===== src/rtl/mac_accumulator.sv =====
// mac_accumulator: sums N_TERMS unsigned 8-bit products from the array
// multiplier into an ACC_W-bit dot product. Products come in on a
// valid/ready handshake. The finished sum goes out on its own valid/ready
// handshake, together with a sticky overflow flag.
//
// Optional feature: define MAC_ACC_SATURATE_EN to clamp the accumulator to
// all-ones on overflow. When it is undefined, the accumulator wraps modulo
// 2^ACC_W. In both builds ovf is set on overflow.
module mac_accumulator #(
    parameter int ACC_W   = 16,
    parameter int N_TERMS = 8
) (
    input  logic             clk,
    input  logic             rst_n,
    input  logic             start,
    input  logic [7:0]       prod,
    input  logic             prod_valid,
    output logic             prod_ready,
    output logic [ACC_W-1:0] acc_out,
    output logic             out_valid,
    input  logic             out_ready,
    output logic             busy,
    output logic             ovf
);

    typedef enum logic [1:0] {
        IDLE  = 2'd0,
        ACCUM = 2'd1,
        DONE  = 2'd2
    } state_t;

    // Count value seen just before the edge that accepts the final product
    localparam logic [7:0] LAST_CNT = 8'(N_TERMS - 1);

    state_t             state_q, state_d;
    logic [ACC_W-1:0]   acc_q, acc_d;
    logic [7:0]         cnt_q, cnt_d;
    logic               ovf_q, ovf_d;

    logic               xfer;
    logic [ACC_W:0]     sum;

    // A transfer can only happen in ACCUM, because prod_ready depends on state alone
    assign xfer = (state_q == ACCUM) && prod_valid;

    // The extra top bit of the sum catches the carry out of the accumulator
    assign sum = {1'b0, acc_q} + {{(ACC_W - 7){1'b0}}, prod};

    // State register
    always_ff @(posedge clk or negedge rst_n) begin
        if (!rst_n) begin
            state_q <= IDLE;
        end else begin
            state_q <= state_d;
        end
    end

    // Next-state logic: start is only honoured in IDLE; DONE waits for the consumer
    always_comb begin
        state_d = state_q;
        case (state_q)
            IDLE: begin
                if (start) begin
                    state_d = ACCUM;
                end
            end
            ACCUM: begin
                if (xfer && (cnt_q == LAST_CNT)) begin
                    state_d = DONE;
                end
            end
            DONE: begin
                if (out_ready) begin
                    state_d = IDLE;
                end
            end
            default: state_d = IDLE;
        endcase
    end

    // Outputs are decoded from registered state only, so prod never reaches acc_out combinationally
    always_comb begin
        prod_ready = (state_q == ACCUM);
        out_valid  = (state_q == DONE);
        busy       = (state_q == ACCUM) || (state_q == DONE);
        acc_out    = acc_q;
        ovf        = ovf_q;
    end

    // Datapath next values: clear on start; accumulate, count and flag overflow on each transfer
    always_comb begin
        acc_d = acc_q;
        cnt_d = cnt_q;
        ovf_d = ovf_q;
        if (state_q == IDLE) begin
            if (start) begin
                acc_d = '0;
                cnt_d = '0;
                ovf_d = 1'b0;
            end
        end else if (xfer) begin
            cnt_d = cnt_q + 8'd1;
            ovf_d = ovf_q | sum[ACC_W];
`ifdef MAC_ACC_SATURATE_EN
            acc_d = sum[ACC_W] ? {ACC_W{1'b1}} : sum[ACC_W-1:0];
`else
            acc_d = sum[ACC_W-1:0];
`endif
        end
    end

    // Datapath registers: a reset discards any partial sum
    always_ff @(posedge clk or negedge rst_n) begin
        if (!rst_n) begin
            acc_q <= '0;
            cnt_q <= '0;
            ovf_q <= 1'b0;
        end else begin
            acc_q <= acc_d;
            cnt_q <= cnt_d;
            ovf_q <= ovf_d;
        end
    end

endmodule


===== config.mk =====
export PLATFORM = sky130hd
export DESIGN_NAME = mac_accumulator
export DESIGN_NICKNAME = d
export VERILOG_FILES = /design/src/rtl/mac_accumulator.sv
export SDC_FILE = /design/constraint.sdc
export NUM_CORES = 1
export LEC_CHECK = 0
export CAP_MARGIN = 25
export CORE_UTILIZATION = 47
export DETAILED_ROUTE_END_ITERATION = 7
export PLACE_DENSITY = 0.76
export REMOVE_ABC_BUFFERS = 1
export SETUP_SLACK_MARGIN = 0.1
export SYNTH_ARGS = -nofsm -noshare
export SYNTH_HDL_FRONTEND = slang
export SYNTH_SLANG_ARGS = --single-unit

===== constraint.sdc =====
create_clock -name clk -period 2.15 [get_ports clk]
set_clock_uncertainty 0.05 [all_clocks]
set_input_delay 0.3225 -clock clk [delete_from_list [all_inputs] [get_ports clk]]
set_output_delay 0.3225 -clock clk [all_outputs]
set_load 0.05 [all_outputs]

==> out/metrics.csv, run 1 <==
stage,metric,value,unit
run_status,status,"finished, final reports clean",
global_route,GRT overflow,0,
layout,Layout area overhead,43.8,%
floorplan,Initial Util,0.500,
logic_synthesis,Post-synth ARST share,1.00,
timing,final setup violation count,0,
timing,RSZ-0062 raised after global routing,true,
timing,actual slew at the worst max-slew pin,0.512,ns
cts,H-tree depth,1,
global_route,largest net degree at the start of global routing,28,
routing,Routed WL,4440,um
logic_synthesis,Post-synth top flop,dfrtp_1,
cts,CTS sink cnt,27,
global_route,global-route wire length before repair,7470,um
routing,vias,1623,
timing,Final Max Slew Viols,0,
worst_hold_path,HP Class,primary input to asynchronous set/reset pin,
global_route,met1 usage,0.280,
critical_path,crit path max fanout,2,
layout,Nets,271,
pwr,Peak VDD IR,0.779,mV
placement,Post-DP HPWL,3170,um
cts,clock latency on the worst-skew pair,0.35,ns
layout,Finished Cell Area,2460,um2
routing,DRT iter0 DRCs,121,
layout,fillcell total,264,
critical_path,CP required,1.78,ns
layout,share of cells above drive strength 1,0.243,
floorplan,Core Box Area,3420,um2
cts,CTS buffer count,3,
logic_synthesis,sequential area share after synthesis,0.395,
pwr,Pwr per Cell Area,1050,nW/um2
floorplan,IO Count,33,
timing,min cycle time layout,2.05,ns
routing,DRC viols,0,
cts,root buffer cell,clkbuf_4,
global_route,grt met2 use,0.448,
critical_path,CP Capture Type,output port,
floorplan,Die Wd,62.3,um
routing,drt pass-1 iters,4,
cts,CTS tree,built,
global_route,met3 GRT Util,0.0221,
logic_synthesis,Netlist cell types,42,
timing,Max Fclk,488,MHz
timing,final hold vios,0,
placement,Routability Congestion,0.873,
critical_path,Worst setup SP type,register,
job,Max Cap Violations,0,
logic_synthesis,Mean Syn Cell Area,9.29,um2
logic_synthesis,Yosys reg bits,27,
logic_synthesis,yosys synthesis warning count,0,
timing,Max transition margin,0.658,
routing,Final ANT Viol Nets,0,
placement,PortBufs,32,
global_route,total track usage,0.242,
floorplan,Row Count,21,
placement,Post-DP Area,2240,um2
layout,Antenna Cells,0,
cts,"CTS clk-pin slew, worst paths",0.16,ns
pwr,Pleak,1.20,nW
logic_synthesis,Post-Syn Instances,184,
critical_path,Worst EP arrival,1.68,ns
timing,final period utilization,0.953,
cts,CTS Buffer Depth,2,
global_route,antenna violations before repair,0,
logic_synthesis,"EDFF count, synth",0,
routing,Routed WL per cell,15.3,um
floorplan,total die area,3880,um2
layout,final core occ,0.719,
global_route,vias in the first global route,1685,
critical_path,Worst Setup Path Type,register to output port,
routing,Avg Vias per Cell,5.62,
logic_synthesis,Post-Syn Area,1710,um2
placement,dpl ws,-0.478,ns
global_route,busiest grt layer,met2,
timing,setup ws final,0.102,ns
floorplan,die extent in y,62.3,um
## flip-flops by register name, indices dropped and copies added, names as in the netlist
signal	count
cnt_q	8
state_q	2
ovf	1
acc_out	16
## per-stage QoR
stage | total power (W) | std cells | setup TNS, ns | hold WS [ns]
2_1_floorplan | 0.00161 | 177 | -1.55 | -0.0231
3_3_place_gp | 0.00213 | 281 | -2.59 | 0.429
3_5_place_dp | 0.00218 | 281 | -3.32 | 0.430
4_1_cts | 0.00249 | 287 | 0 | 0.301
5_1_grt | 0.00275 | 289 | 0 | 0.312
6_report | 0.00259 | 289 | 0 | 0.277
## repair_timing
item                       CTS  global route
setup endpoints to repair   10            19
hold buffers                 0             0
pin swaps                   10            14
setup buffers                2             2
resized for setup           13            21
## Yosys cell counts, types with 5 or more instances
master     n  share of area
dfrtp_1   27           0.40
nand2_1   14          0.031
ha_1      13          0.095
nand3_1   13          0.038
nor2_1    12          0.026
o21ai_0   11          0.032
inv_1     10          0.022
xor2_1    10          0.051
a21oi_1    8          0.023
o211ai_1   6          0.026
clkbuf_1   5          0.011
nand4_1    5          0.018
## per-layer routing
layer	vias up	part of all wire
li1	786	-
met1	789	0.42
met2	43	0.53
met3	5	0.035
met4	0	0.011
met5	-	0
## critical path: stages, from the launching register on
cell and delay, ns:
dfrtp_1 0.42, buf_4 0.13, clkdlybuf4s50_1 0.78
## final timing paths
path / from / end / slack, ns / cells after the start
setup / recovery: acc_out[0] / acc_out[0] / 0.10 / 2
max in group asynchronous: rst_n / acc_out[0] / 1.52 / 2
hold reg to reg: ovf / ovf / 0.46 / 1
hold / removal: rst_n / acc_out[14] / 0.28 / 2
min in group clk: prod[0] / acc_out[0] / 0.41 / 4
setup reg to reg: acc_out[0] / acc_out[14] / 0.17 / 8
## final cells by class
type	count	area, um2	share of cell area
flip-flops and latches	27	676	0.275
inverters	10	37.5	0.0153
multi-input cells	140	1100	0.446
clock buffers	3	22.5	0.00916
repair buffers	62	561	0.228
clock inverters	1	7.51	0.00305
well taps	46	57.6	0.0234
## cells by family (layout without fill, tap and decap cells)
| logic type | after synthesis | in the layout | synth area share |
|---|---|---|---|
| XOR/XNOR | 13 | 13 | 0.0666 |
| buffers and inverters | 17 | 76 | 0.0395 |
| adder cells (fa/ha/maj) | 14 | 14 | 0.107 |
| flip-flops | 27 | 27 | 0.395 |
| AO/OA/AOI/OAI | 48 | 48 | 0.195 |
| AND/OR/NAND/NOR | 65 | 65 | 0.196 |
## where the power goes
part	switching, W	internal [W]
registers	0.0000927	0.000601
logic	0.000958	0.000696
clock network	0.000171	0.0000717
## placed cells by master, fill, tap and decap left out, types with 2 or more instances in the layout
master | Yosys | layout
or3_1 | 2 | 2
inv_1 | 10 | 9
a21oi_2 | 1 | 2
clkdlybuf4s50_1 | 0 | 20
o31ai_1 | 4 | 4
a21o_1 | 4 | 4
o21ai_0 | 11 | 9
xnor2_1 | 3 | 3
o21a_1 | 2 | 2
o21ai_2 | 2 | 2
nand3_1 | 13 | 13
clkbuf_4 | 0 | 3
buf_6 | 0 | 3
dfrtp_1 | 27 | 27
or4_1 | 3 | 3
xor2_1 | 10 | 10
dlymetal6s2s_1 | 0 | 6
a211o_1 | 2 | 2
o21ai_1 | 0 | 2
buf_4 | 1 | 30
and3_1 | 4 | 4
ha_4 | 0 | 5
nor3_1 | 2 | 2
dlygate4sd2_1 | 0 | 3
a21oi_1 | 8 | 6
o211ai_1 | 6 | 6
nand4_1 | 5 | 5
nand2_1 | 14 | 14
nor2_1 | 12 | 12
ha_1 | 13 | 7
Power figures use the tool's default switching activity.
==> inputs of run 2 (changes only) <==
--- a/config.mk
+++ b/config.mk
@@ -7,10 +7,12 @@
 export LEC_CHECK = 0
 export CAP_MARGIN = 25
 export CORE_UTILIZATION = 47
+export CTS_CLUSTER_SIZE = 16
 export DETAILED_ROUTE_END_ITERATION = 7
 export PLACE_DENSITY = 0.76
 export REMOVE_ABC_BUFFERS = 1
 export SETUP_SLACK_MARGIN = 0.1
+export SKIP_CTS_REPAIR_TIMING = 1
 export SYNTH_ARGS = -nofsm -noshare
 export SYNTH_HDL_FRONTEND = slang
 export SYNTH_SLANG_ARGS = --single-unit
==> run 2 against run 1 <==
Compared with the run above:
- final area increased by 1.1%
- combinational power about the same
- global-route usage decreased by 0.87 points
- critical path depth increased by 7
- largest cell class unchanged
- non-clock buffer count decreased by 1
- critical path type is now register to register
- critical endpoint is now acc_out[12]
==> out/metrics.csv, run 2 (same netlist as run 1, synthesis figures left out) <==
stage,metric,value,unit,change
routing,met3 WL post-DR,124,um,-19%
placement,Routability Congestion,0.873,,unchanged
pwr,internal power,0.00138,W,+0.76%
placement,dpl ws,-0.478,ns,unchanged
cts,CTS buffer count,3,,unchanged
pwr,Comb pwr share,0.642,,+0.004
timing,Max transition margin,0.656,,-0.00148
floorplan,Row Count,21,,unchanged
routing,Final ANT Viol Nets,0,,unchanged
routing,met2 routed WL,2360,um,-0.59%
worst_hold_path,Hold Path Stages,4,,
timing,final hold vios,0,,unchanged
floorplan,Initial Util,0.500,,unchanged
routing,DRC viols,0,,unchanged
timing,final hold slack,0.275,ns,-0.00223 ns
timing,setup ws final,0.112,ns,+0.0104 ns
global_route,largest net degree at the start of global routing,28,,unchanged
pwr,Clk pwr share,0.092,,-0.002
cts,CTS tree,built,,
global_route,antenna violations before repair,0,,unchanged
timing,RSZ-0062 raised after global routing,true,,
cts,root buffer cell,clkbuf_4,,
layout,share of cells above drive strength 1,0.256,,+0.0134
critical_path,CP required,2.39,ns,+0.61 ns
critical_path,Worst setup SP type,register,,
pwr,Pwr per Cell Area,1050,nW/um2,-0.58%
pwr,total chip power,0.00260,W,+0.54%
timing,actual slew at the worst max-slew pin,0.515,ns,+0.00221 ns
routing,Routed WL,4430,um,about the same
routing,vias,1667,,+2.7%
timing,Max Fclk,491,MHz,+0.51%
timing,setup TNS,0,ns,unchanged
layout,Finished Cell Area,2480,um2,+1.1%
placement,Post-DP HPWL,3170,um,unchanged
timing,min cycle time layout,2.04,ns,-0.0104 ns
pwr,switch share,0.470,,-0.00118
job,Max Cap Violations,0,,unchanged
pwr,Seq pwr share,0.266,,-0.002
cts,CTS sink cnt,27,,unchanged
placement,PortBufs,32,,unchanged
global_route,total track usage,0.233,,-0.00868
timing,final setup violation count,0,,unchanged
routing,DRT iter0 DRCs,72,,-40%
critical_path,CP Capture Type,register,,
worst_hold_path,HP Class,primary input to register,,
layout,most frequent cells in the layout,"buf_4 (28), dfrtp_1 (27), clkdlybuf4s50_1 (21), nand2_1 (14), nand3_1 (13)",,
floorplan,die extent in y,62.3,um,unchanged
floorplan,total die area,3880,um2,unchanged
routing,M1 WL,1870,um,+0.48%
critical_path,crit path max fanout,2,,unchanged
layout,Largest register FFs,16,,unchanged
global_route,global-route wire length before repair,7200,um,-3.6%
critical_path,r2r worst-path depth,9,,+1
global_route,GRT overflow,0,,unchanged
cts,"CTS clk-pin slew, worst paths",0.16,ns,about the same
routing,Routed WL per cell,15.4,um,+0.28%
pwr,switching power total,0.00123,W,+0.28%
routing,drt pass-1 iters,4,,unchanged
layout,Antenna Cells,0,,unchanged
routing,Avg Vias per Cell,5.79,,+3.1%
cts,clock latency on the worst-skew pair,0.35,ns,about the same
run_status,status,"finished, final reports clean",,
layout,"most common cell after layout, fill and taps aside",buf_4,,
layout,fillcell total,252,,-4.5%
placement,Post-DP Area,2240,um2,unchanged
pwr,Pleak,1.22,nW,+1.6%
layout,Nets,270,,-0.37%
floorplan,Die Wd,62.3,um,unchanged
timing,Final Max Slew Viols,0,,unchanged
routing,DR top layer,met4,,
floorplan,Core Box Area,3420,um2,unchanged
global_route,vias in the first global route,1638,,-2.8%
pwr,Peak VDD IR,0.790,mV,+1.4%
layout,Layout area overhead,45.4,%,
critical_path,Worst Setup Path Type,register to register,,
cts,CTS Buffer Depth,2,,unchanged
timing,final period utilization,0.948,,-0.00483
cts,H-tree depth,1,,unchanged
critical_path,Worst EP arrival,2.28,ns,+0.60 ns
floorplan,IO Count,33,,unchanged
[run 2: final timing paths]
check	slack (ns)	startpoint	end
min in group asynchronous	0.28	rst_n	acc_out[14]
min reg2reg	0.46	ovf	ovf
max reg2reg	0.11	acc_out[0]	acc_out[12]
max in group asynchronous	1.50	rst_n	acc_out[0]
min	0.27	prod[0]	acc_out[0]
max	0.11	acc_out[0]	acc_out[12]
[run 2: metrics by stage]
step / instances / utilization
after detailed placement: 281 / 0.657
after global placement: 281 / 0.657
after global routing: 288 / 0.727
after CTS: 285 / 0.666
final: 288 / 0.727
after floorplan: 177 / -
[run 2: critical path: stages (launching register included)]
cell and delay (ns):
dfrtp_1 0.38, ha_2 0.19, inv_2 0.04, fa_2 0.36, nand2b_4 0.17, a21oi_4 0.16, buf_6 0.13, o21bai_4 0.06
or3_4 0.33, a21oi_2 0.12
[run 2: power groups by stage]
stage | clock network [W] | registers (W) | logic (W)
final | 0.000240 | 0.000693 | 0.00167
after global routing | 0.000265 | 0.000709 | 0.00180
after CTS | 0.000242 | 0.000680 | 0.00150
after detailed placement | 0 | 0.000691 | 0.00149
after global placement | 0 | 0.000681 | 0.00145
after floorplan | 0 | 0.000886 | 0.000725
[run 2: layer usage]
layer	up-vias	GRT usage
li1	787	-
met1	823	0.272
met2	40	0.430
met3	17	0.0221
met4	0	0.102
met5	-	0
[run 2: layout make-up]
class                           instances  area (um2)  share of cell area
Clock inverter                          1        7.51             0.00302
Clock buffer                            3        22.5             0.00906
Timing Repair Buffer                   61         566               0.228
Multi-Input combinational cell        140        1120               0.450
Tap cell                               46        57.6              0.0232
Inverter                               10        37.5              0.0151
Sequential cell                        27         676               0.272
